<file path="config.mk">
export PLATFORM = sky130hd
export DESIGN_NAME = video_timing_gen
export DESIGN_NICKNAME = d
export VERILOG_FILES = /design/src/rtl/video_timing_gen.sv
export SDC_FILE = /design/constraint.sdc
export NUM_CORES = 1
export LEC_CHECK = 0
export ABC_CLOCK_PERIOD_IN_PS = 7100
export CAP_MARGIN = 40
export CORE_UTILIZATION = 45
export CTS_BUF_LIST = sky130_fd_sc_hd__clkbuf_16
export DETAILED_ROUTE_END_ITERATION = 7
export MAX_ROUTING_LAYER = met4
export PLACE_DENSITY = 0.8
export SLEW_MARGIN = 40
export SYNTH_ARGS = -nofsm -noshare
export SYNTH_HDL_FRONTEND = slang
export SYNTH_SLANG_ARGS = --single-unit
</file>
<file path="constraint.sdc">
create_clock -name clk -period 7.1 [get_ports clk]
set_clock_uncertainty 0.2 [all_clocks]
set_input_delay 1.42 -clock clk [delete_from_list [all_inputs] [get_ports clk]]
set_output_delay 1.42 -clock clk [all_outputs]
set_load 0.02 [all_outputs]
</file>
<file path="src/rtl/video_timing_gen.sv">
// Raster timing generator: pixel-enable divider, free-running H/V counters that
// lock to the PPU's beam counters, and registered blank/sync/padding flags.
module video_timing_gen #(
  parameter int unsigned CE_DIV        = 4,
  parameter int unsigned CNT_W         = 10,
  parameter int unsigned H_TOTAL       = 341,
  parameter int unsigned V_TOTAL_NTSC  = 262,
  parameter int unsigned V_TOTAL_PAL   = 312,
  parameter int unsigned H_VIS         = 256,
  parameter int unsigned V_VIS         = 240,
  parameter int unsigned HS_START      = 278,
  parameter int unsigned HS_END        = 303,
  parameter int unsigned VS_START_NTSC = 243,
  parameter int unsigned VS_START_PAL  = 270,
  parameter int unsigned VS_LEN        = 3,
  parameter int unsigned EXT_WRAP      = 511,
  parameter int unsigned LOCK_FRAMES   = 3
) (
  input  logic             clk,
  input  logic             reset_n,
  input  logic             pal_video,
  input  logic             soft_reset,
  input  logic [8:0]       ext_h,
  input  logic [8:0]       ext_v,
  input  logic             crop_en,
  input  logic [3:0]       crop_left,
  input  logic [3:0]       crop_right,
  input  logic [3:0]       crop_top,
  input  logic [3:0]       crop_bot,
  output logic             ce_pix,
  output logic [CNT_W-1:0] hc,
  output logic [CNT_W-1:0] vc,
  output logic             hblank,
  output logic             vblank,
  output logic             hsync,
  output logic             vsync,
  output logic             is_padding,
  output logic             locked,
  output logic             frame_start,
  output logic             hold_reset
);

  localparam int unsigned DIV_W  = $clog2(CE_DIV);
  localparam int unsigned MISS_W = $clog2(LOCK_FRAMES + 1);

  localparam logic [DIV_W-1:0]  DIV_LAST    = DIV_W'(CE_DIV - 1);
  localparam logic [MISS_W-1:0] MISS_MAX    = MISS_W'(LOCK_FRAMES);
  localparam logic [MISS_W-1:0] MISS_ONE    = MISS_W'(1);
  localparam logic [CNT_W-1:0]  CNT_ONE     = CNT_W'(1);
  localparam logic [CNT_W-1:0]  H_LAST      = CNT_W'(H_TOTAL - 1);
  localparam logic [CNT_W-1:0]  H_TOT_W     = CNT_W'(H_TOTAL);
  localparam logic [CNT_W-1:0]  H_VIS_W     = CNT_W'(H_VIS);
  localparam logic [CNT_W-1:0]  V_VIS_W     = CNT_W'(V_VIS);
  localparam logic [CNT_W-1:0]  V_LAST_NTSC = CNT_W'(V_TOTAL_NTSC - 1);
  localparam logic [CNT_W-1:0]  V_LAST_PAL  = CNT_W'(V_TOTAL_PAL - 1);
  localparam logic [CNT_W-1:0]  HS_START_W  = CNT_W'(HS_START);
  localparam logic [CNT_W-1:0]  HS_END_W    = CNT_W'(HS_END);
  localparam logic [CNT_W-1:0]  VS_NTSC_W   = CNT_W'(VS_START_NTSC);
  localparam logic [CNT_W-1:0]  VS_PAL_W    = CNT_W'(VS_START_PAL);
  localparam logic [CNT_W-1:0]  VS_LEN_W    = CNT_W'(VS_LEN);
  localparam logic [8:0]        EXT_WRAP_W  = 9'(EXT_WRAP);

  logic [DIV_W-1:0]  div;
  logic [CNT_W-1:0]  h;
  logic [CNT_W-1:0]  v;
  logic [MISS_W-1:0] miss;
  logic [8:0]        ext_v_q;

  logic              use_ext_c;
  logic              line_end_c;
  logic              wrap_c;
  logic              sync_evt_c;
  logic [CNT_W-1:0]  v_last_c;
  logic [CNT_W-1:0]  vs_start_c;
  logic [CNT_W-1:0]  cl_c;
  logic [CNT_W-1:0]  cr_c;
  logic [CNT_W-1:0]  ct_c;
  logic [CNT_W-1:0]  cb_c;
  logic              hblank_c;
  logic              vblank_c;
  logic              vsync_c;

  // Position select, frame geometry and flag terms from the current position
  always_comb begin
    use_ext_c  = locked && !soft_reset;
    hc         = use_ext_c ? CNT_W'(ext_h) : h;
    vc         = use_ext_c ? CNT_W'(ext_v) : v;
    is_padding = (hc >= H_VIS_W);

    v_last_c   = pal_video ? V_LAST_PAL : V_LAST_NTSC;
    vs_start_c = pal_video ? VS_PAL_W : VS_NTSC_W;
    line_end_c = (h == H_LAST);
    wrap_c     = line_end_c && (v >= v_last_c);
    sync_evt_c = (ext_v_q == EXT_WRAP_W) && (ext_v == 9'd0);

    cl_c = crop_en ? CNT_W'(crop_left)  : '0;
    cr_c = crop_en ? CNT_W'(crop_right) : '0;
    ct_c = crop_en ? CNT_W'(crop_top)   : '0;
    cb_c = crop_en ? CNT_W'(crop_bot)   : '0;

    hblank_c = (hc < cl_c) || (hc >= (H_VIS_W - cr_c)) || (hc >= H_TOT_W);
    vblank_c = (vc < ct_c) || (vc >= (V_VIS_W - cb_c));
    vsync_c  = (vc >= vs_start_c) && (vc < (vs_start_c + VS_LEN_W));
  end

  // Pixel divider; ce_pix is high for the clk in which div is 0
  always_ff @(posedge clk or negedge reset_n) begin
    if (!reset_n) begin
      div    <= '0;
      ce_pix <= 1'b0;
    end else begin
      div    <= (div == DIV_LAST) ? '0 : div + DIV_W'(1);
      ce_pix <= (div == DIV_LAST);
    end
  end

  // Internal H/V counters, frame-sync lock tracking and frame_start pulse
  always_ff @(posedge clk or negedge reset_n) begin
    if (!reset_n) begin
      h           <= '0;
      v           <= '0;
      miss        <= '0;
      locked      <= 1'b0;
      ext_v_q     <= 9'd0;
      frame_start <= 1'b0;
    end else begin
      frame_start <= 1'b0;
      if (ce_pix) begin
        ext_v_q <= ext_v;
        if (sync_evt_c) begin
          h           <= '0;
          v           <= '0;
          miss        <= '0;
          locked      <= 1'b1;
          frame_start <= 1'b1;
        end else begin
          if (line_end_c) begin
            h <= '0;
            v <= wrap_c ? '0 : v + CNT_ONE;
          end else begin
            h <= h + CNT_ONE;
          end
          if (wrap_c) begin
            frame_start <= 1'b1;
            if (miss != MISS_MAX) miss <= miss + MISS_ONE;
            if (miss >= (MISS_MAX - MISS_ONE)) locked <= 1'b0;
          end
        end
      end
    end
  end

  // Blank and sync flags, one ce_pix behind the selected position
  always_ff @(posedge clk or negedge reset_n) begin
    if (!reset_n) begin
      hblank <= 1'b0;
      vblank <= 1'b0;
      hsync  <= 1'b0;
      vsync  <= 1'b0;
    end else if (ce_pix) begin
      hblank <= hblank_c;
      vblank <= vblank_c;
      if (hc == HS_START_W) begin
        hsync <= 1'b1;
        vsync <= vsync_c;
      end else if (hc == HS_END_W) begin
        hsync <= 1'b0;
      end
    end
  end

  // Downstream reset hold, released only at the internal frame origin
  always_ff @(posedge clk or negedge reset_n) begin
    if (!reset_n) begin
      hold_reset <= 1'b1;
    end else if (soft_reset) begin
      hold_reset <= 1'b1;
    end else if ((h == '0) && (v == '0)) begin
      hold_reset <= 1'b0;
    end
  end

endmodule
</file>
==> results.json, run 1 <==
{
  "synthFlopType": "dfrtp_1",
  "status": "completed",
  "core_sq_um": 6910,
  "startpoint_type": "input pin",
  "post-route-util_pct": 60.4,
  "worstPathCellList": "clkdlybuf4s50_1, nand2b_4, mux2_4, or2_2, clkdlybuf4s50_1",
  "postPlaceCellArea_sq_um": 4000,
  "postSynthAreaPerCell_sq_um": 9.05,
  "cts_tree": "yes",
  "final_max_slew_viol_count": 0,
  "grt_use_met1_pct": 29.2,
  "final_common_cell": "clkdlybuf4s50_1",
  "hold_class": "reg2reg",
  "clock_tree.root_cell": "clkbuf_16",
  "final_cell_mix": "66 x clkdlybuf4s50_1, 44 x ha_1, 40 x dfrtp_1",
  "synth-xor-area-share_pct": 2.15,
  "start_util_pct": 47.2,
  "synthMuxAreaShare_pct": 10.2,
  "syn2layout_area_growth_pct": 28.0,
  "maxCapViolCount": 0,
  "hold_violations": 0,
  "fill_cells": 620,
  "post_cts_buffers": 0,
  "multi_input_area_sq_um": 2070,
  "cts.clk_slew.worst_paths_ns": 0.06,
  "grtUsageMet2_pct": 37.7,
  "powerDensity_nw_per_um2": 135,
  "finalWeightedCongestion": 0.923,
  "critical_path_class": "in2out",
  "hold_ws_ns": 0.221,
  "postSynthCellCount": 360,
  "final-instance-count-excl-fill": 522,
  "cts_repair_resize_count": 0,
  "synthArstFlopShare_pct": 100,
  "syn_area_sq_um": 3260,
  "rsz0062_at_grt": "false",
  "synth_seq_area_share_pct": 31.5,
  "ff2ff_path_depth": 8,
  "synth_compound_area_share_pct": 15.1,
  "diodes": 0,
  "slowest_stage": "clkdlybuf4s50_1",
  "grt_use_met3_pct": 4.64,
  "drive_above_1_share_pct": 9.15,
  "insertion_delay_ns": 0.28,
  "crit_fanout": 27,
  "finalCriticalPeriod_ns": 5.09,
  "dp_hpwl_microns": 6050,
  "arrival_ns": 3.47,
  "yosys_warnings": 0,
  "synth_top_area_share_pct": 30.7,
  "grt.overflow.total": 0,
  "final_antenna_net_count": 0,
  "vdd_drop_max_mv": 0.115,
  "min_path_cells": 1,
  "clk_path_buf_depth": 2,
  "grt_max_degree": 42,
  "worstPathRequired_ns": 5.48,
  "hold_buffers": 0,
  "ff_latch_area_sq_um": 1030,
  "nets": 508,
  "wl_per_cell_microns": 15.4,
  "setup_viol": 0,
  "htree_levels": 2,
  "power_leakage_uw": 0.00181,
  "fin_setup_tns_ns": 0,
  "tightestPinTransition_ns": 0.653,
  "synth-edff-count": 0,
  "synth_top_family_by_area": "simple AND/OR/NAND/NOR gates",
  "placed_cells": 514,
  "yosys-top-cells-area": "dfrtp_1 31%, ha_1 17%, mux2_2 6.6%",
  "grt_pass1_vias": 2811,
  "cts_made_buffers": 5,
  "std_cell_rows": 30,
  "fmax_ghz": 0.197,
  "track_usage_pct": 23.0,
  "busiest_layer": "met2",
  "firstDrtPassIters": 4,
  "critPathMaxStageDelay_ns": 0.53,
  "grt_pass1_wl_microns": 13400,
  "ys_ff_latch": 41,
  "yosys.area_share.adder_pct": 16.9,
  "drc": 0,
  "yosys.area_share.simple_pct": 19.0,
  "die_h_microns": 87.1,
  "yosys.area.top_type": "dfrtp_1",
  "stdcell_area_sq_um": 4170,
  "die_w_microns": 87.1,
  "critPathMostFrequentCell": "clkdlybuf4s50_1",
  "totalWireLength_microns": 8020,
  "cts.sinks": 41,
  "portBuffers": 67,
  "boundaryPins": 68,
  "die_area_sq_um": 7580,
  "grt_antenna_before_repair": 0,
  "syn-num-nets": 443,
  "synth_cell_types": 52,
  "dr.first_iter.drc_count": 114,
  "fin_crit_sh_pct": 71.6,
  "via_per_inst": 5.60,
  "crit_path_end_kind": "output pin",
  "vias": 2923,
  "slew_headroom_pct": 56.5
}
==> critical path: cells and delay by family <==
kind / cells / cell delay [ns]
buf+inv: 2 / 1.01
simple gates: 2 / 0.66
mux: 1 / 0.37
==> cell usage after synthesis (3+ instances only) <==
cell and instances:
a21o_1 5, nand2b_1 3, o211ai_1 3, o31ai_1 6
nor4_1 3, inv_1 27, dfrtp_1 40, mux2i_1 8
clkbuf_1 4, o21ai_0 30, a21oi_1 17, mux2_2 19
o22ai_1 3, xnor2_1 6, nand4_1 7, nand4b_1 3
and3_1 4, nand2_1 31, and2_1 4, nor2_1 24
nand3_1 17, nor3_1 9, a21boi_0 3, ha_1 44
or4_1 3, buf_2 3
==> registers in the layout, indices dropped and copies added (netlist names), 2 cells and up <==
register and flops:
v 10, h 10, miss 2, div 2, ext_v_q 9
==> kinds of logic (layout without fill, tap and decap cells) <==
logic type,after synthesis,in the layout
and+or+nand+nor,120,120
DFF,41,41
muxes,29,29
xor gates and xnor gates,8,8
buffers and inverters,39,105
adders and majority gates,44,44
AOI/OAI and AO/OA,79,79
==> path summary, 6_finish.rpt <==
path / startpoint / endpoint / slack (ns)
worst min-delay path: div[0] / div[0] / 0.22
worst min register to register: div[0] / div[0] / 0.22
min in group asynchronous: reset_n / locked / 0.91
worst max register to register: locked / vblank / 4.30
worst max-delay path: soft_reset / is_padding / 2.01
max in group asynchronous: reset_n / hsync / 5.42
==> layout make-up <==
type | count | area share, %
multi-input combinational | 280 | 49.5
sequential | 41 | 24.6
timing repair buffer | 69 | 16.4
clock buffer | 5 | 3.00
tap | 96 | 2.88
inverter | 28 | 2.52
clock inverter | 3 | 1.02
==> stage by stage <==
step	total power, uW	setup WS [ns]
6_report	562	2.01
5_1_grt	585	1.90
4_1_cts	568	2.02
3_5_place_dp	308	2.03
3_3_place_gp	306	2.04
2_1_floorplan	272	2.96
==> layer usage <==
metal  up-vias  part of all wire (%)
met5         -                     0
met4         0                   1.3
met3        11                   4.5
met2        74                    48
met1      1399                    46
li1       1439                     -
==> where the power goes <==
part	internal, uW	switching (uW)	leakage, uW
sequential	236	1.38	0.000466
combinational	36.2	30.3	0.00126
clock	165	92.6	0.0000852
(Power assumes the default switching activity.)
==> inputs of run 2 (changes only) <==
--- a/config.mk
+++ b/config.mk
@@ -5,7 +5,7 @@
 export SDC_FILE = /design/constraint.sdc
 export NUM_CORES = 1
 export LEC_CHECK = 0
-export ABC_CLOCK_PERIOD_IN_PS = 7100
+export ABC_CLOCK_PERIOD_IN_PS = 4980
 export CAP_MARGIN = 40
 export CORE_UTILIZATION = 45
 export CTS_BUF_LIST = sky130_fd_sc_hd__clkbuf_16
==> constraint.sdc (replaced) <==
create_clock -name clk -period 4.98 [get_ports clk]
set_clock_uncertainty 0.2 [all_clocks]
set_input_delay 0.996 -clock clk [delete_from_list [all_inputs] [get_ports clk]]
set_output_delay 0.996 -clock clk [all_outputs]
set_load 0.02 [all_outputs]
==> results.json, run 2 (synthesis results as in run 1) <==
{
  "status": "completed",
  "worstPathRequired_ns": 3.78,
  "fill_cells": 604,
  "core_sq_um": 6910,
  "final_cell_mix": "66 x clkdlybuf4s50_1, 44 x ha_1, 40 x dfrtp_1",
  "critical_path_class": "in2out",
  "vdd_drop_max_mv": 0.215,
  "stdcell_area_sq_um": 4160,
  "wl_per_cell_microns": 15.4,
  "reg.largest.list": "h: 10 flops, v: 10 flops, ext_v_q: 9 flops",
  "post-route-util_pct": 60.3,
  "boundaryPins": 68,
  "std_cell_rows": 30,
  "dr.first_iter.drc_count": 112,
  "grt_use_met1_pct": 29.0,
  "worstPathCellList": "clkdlybuf4s50_1, nand2b_4, mux2_4, or2_2, clkdlybuf4s50_1",
  "hold_violations": 0,
  "die_w_microns": 87.1,
  "syn2layout_area_growth_pct": 27.8,
  "slew_headroom_pct": 56.7,
  "final_antenna_net_count": 0,
  "dp_hpwl_microns": 6110,
  "die_h_microns": 87.1,
  "vias": 2952,
  "nets": 508,
  "grt_max_degree": 42,
  "fin_setup_tns_ns": 0,
  "fin_crit_sh_pct": 85.1,
  "die_area_sq_um": 7580,
  "finalWeightedCongestion": 0.903,
  "maxCapViolCount": 0,
  "busiest_layer": "met2",
  "final_common_cell": "clkdlybuf4s50_1",
  "tightestPinTransition_ns": 0.649,
  "insertion_delay_ns": 0.28,
  "cts_repair_resize_count": 0,
  "startpoint_type": "input pin",
  "cts_made_buffers": 5,
  "fmax_ghz": 0.236,
  "grt_pass1_vias": 2866,
  "grt_antenna_before_repair": 0,
  "hold_class": "reg2reg",
  "slowest_stage": "clkdlybuf4s50_1",
  "clock_tree.root_cell": "clkbuf_16",
  "cts.sinks": 41,
  "totalWireLength_microns": 8030,
  "firstDrtPassIters": 4,
  "rsz0062_at_grt": "false",
  "final_max_slew_viol_count": 0,
  "power_leakage_uw": 0.00181,
  "grt_pass1_wl_microns": 13300,
  "arrival_ns": 3.04,
  "track_usage_pct": 23.1,
  "clk_path_buf_depth": 2,
  "post_cts_buffers": 0,
  "finalCriticalPeriod_ns": 4.24,
  "cts_tree": "yes",
  "critPathMaxStageDelay_ns": 0.54,
  "start_util_pct": 47.2,
  "critPathMostFrequentCell": "clkdlybuf4s50_1",
  "htree_levels": 2,
  "min_path_cells": 1,
  "crit_path_end_kind": "output pin",
  "crit_fanout": 27,
  "via_per_inst": 5.66,
  "setup_viol": 0,
  "drive_above_1_share_pct": 8.92,
  "setup_slack_ns": 0.744,
  "cts.clk_slew.worst_paths_ns": 0.06,
  "grt.overflow.total": 0,
  "portBuffers": 67,
  "hold_buffers": 0,
  "drc": 0,
  "ff2ff_path_depth": 8,
  "powerDensity_nw_per_um2": 190,
  "postPlaceCellArea_sq_um": 4000,
  "grt_use_met3_pct": 3.51,
  "post-place-ws_ns": 0.756,
  "grtUsageMet2_pct": 38.1,
  "diodes": 0
}
==> run 2: cell count changes in the layout (fill, tap and decap cells not counted) <==
cell,change
clkinv_1,+1
clkinv_4,-1
==> run 2: worst paths after layout <==
check / startpoint / end / slack, ns
worst max register to register: locked / vblank / 2.14
worst min-delay path: div[0] / div[0] / 0.24
max in group asynchronous: reset_n / v[0] / 3.73
worst min register to register: div[0] / div[0] / 0.24
min in group asynchronous: reset_n / h[6] / 0.49
worst max-delay path: soft_reset / is_padding / 0.74
==> run 2: metal layers <==
| metal | part of all wire [%] | routed length (microns) |
|---|---|---|
| met2 | 49 | 3920 |
| met3 | 4.3 | 348 |
| met5 | 0 | 0 |
| met4 | 1.4 | 110 |
| met1 | 45 | 3650 |
==> run 2: final cells by class <==
class | count | area [sq um] | share of cell area, %
Sequential cell | 41 | 1030 | 24.7
Clock inverter | 3 | 37.5 | 0.901
Timing Repair Buffer | 69 | 683 | 16.4
Multi-Input combinational cell | 280 | 2070 | 49.6
Inverter | 28 | 105 | 2.52
Tap cell | 96 | 120 | 2.88
Clock buffer | 5 | 125 | 3.00
==> run 2: report_power, final <==
part           internal, uW  total, uW  switching [uW]
sequential              337        339            1.74
clock                   233        360             127
combinational          51.5       94.0            42.5
total                   621        792             171
==> run 2: critical path, delay by kind of cell <==
family                 cells  cell delay [ns]
buffers and inverters      2             1.03
multiplexers               1             0.36
AND/OR/NAND/NOR            2             0.65
==> run 2: metrics by stage <==
stage / std cells / power (uW) / hold WS (ns)
after floorplan: 360 / 387 / 0.203
after global placement: 514 / 435 / 0.213
after detailed placement: 514 / 439 / 0.223
after CTS: 522 / 799 / 0.233
after global routing: 522 / 825 / 0.260
final: 522 / 792 / 0.238
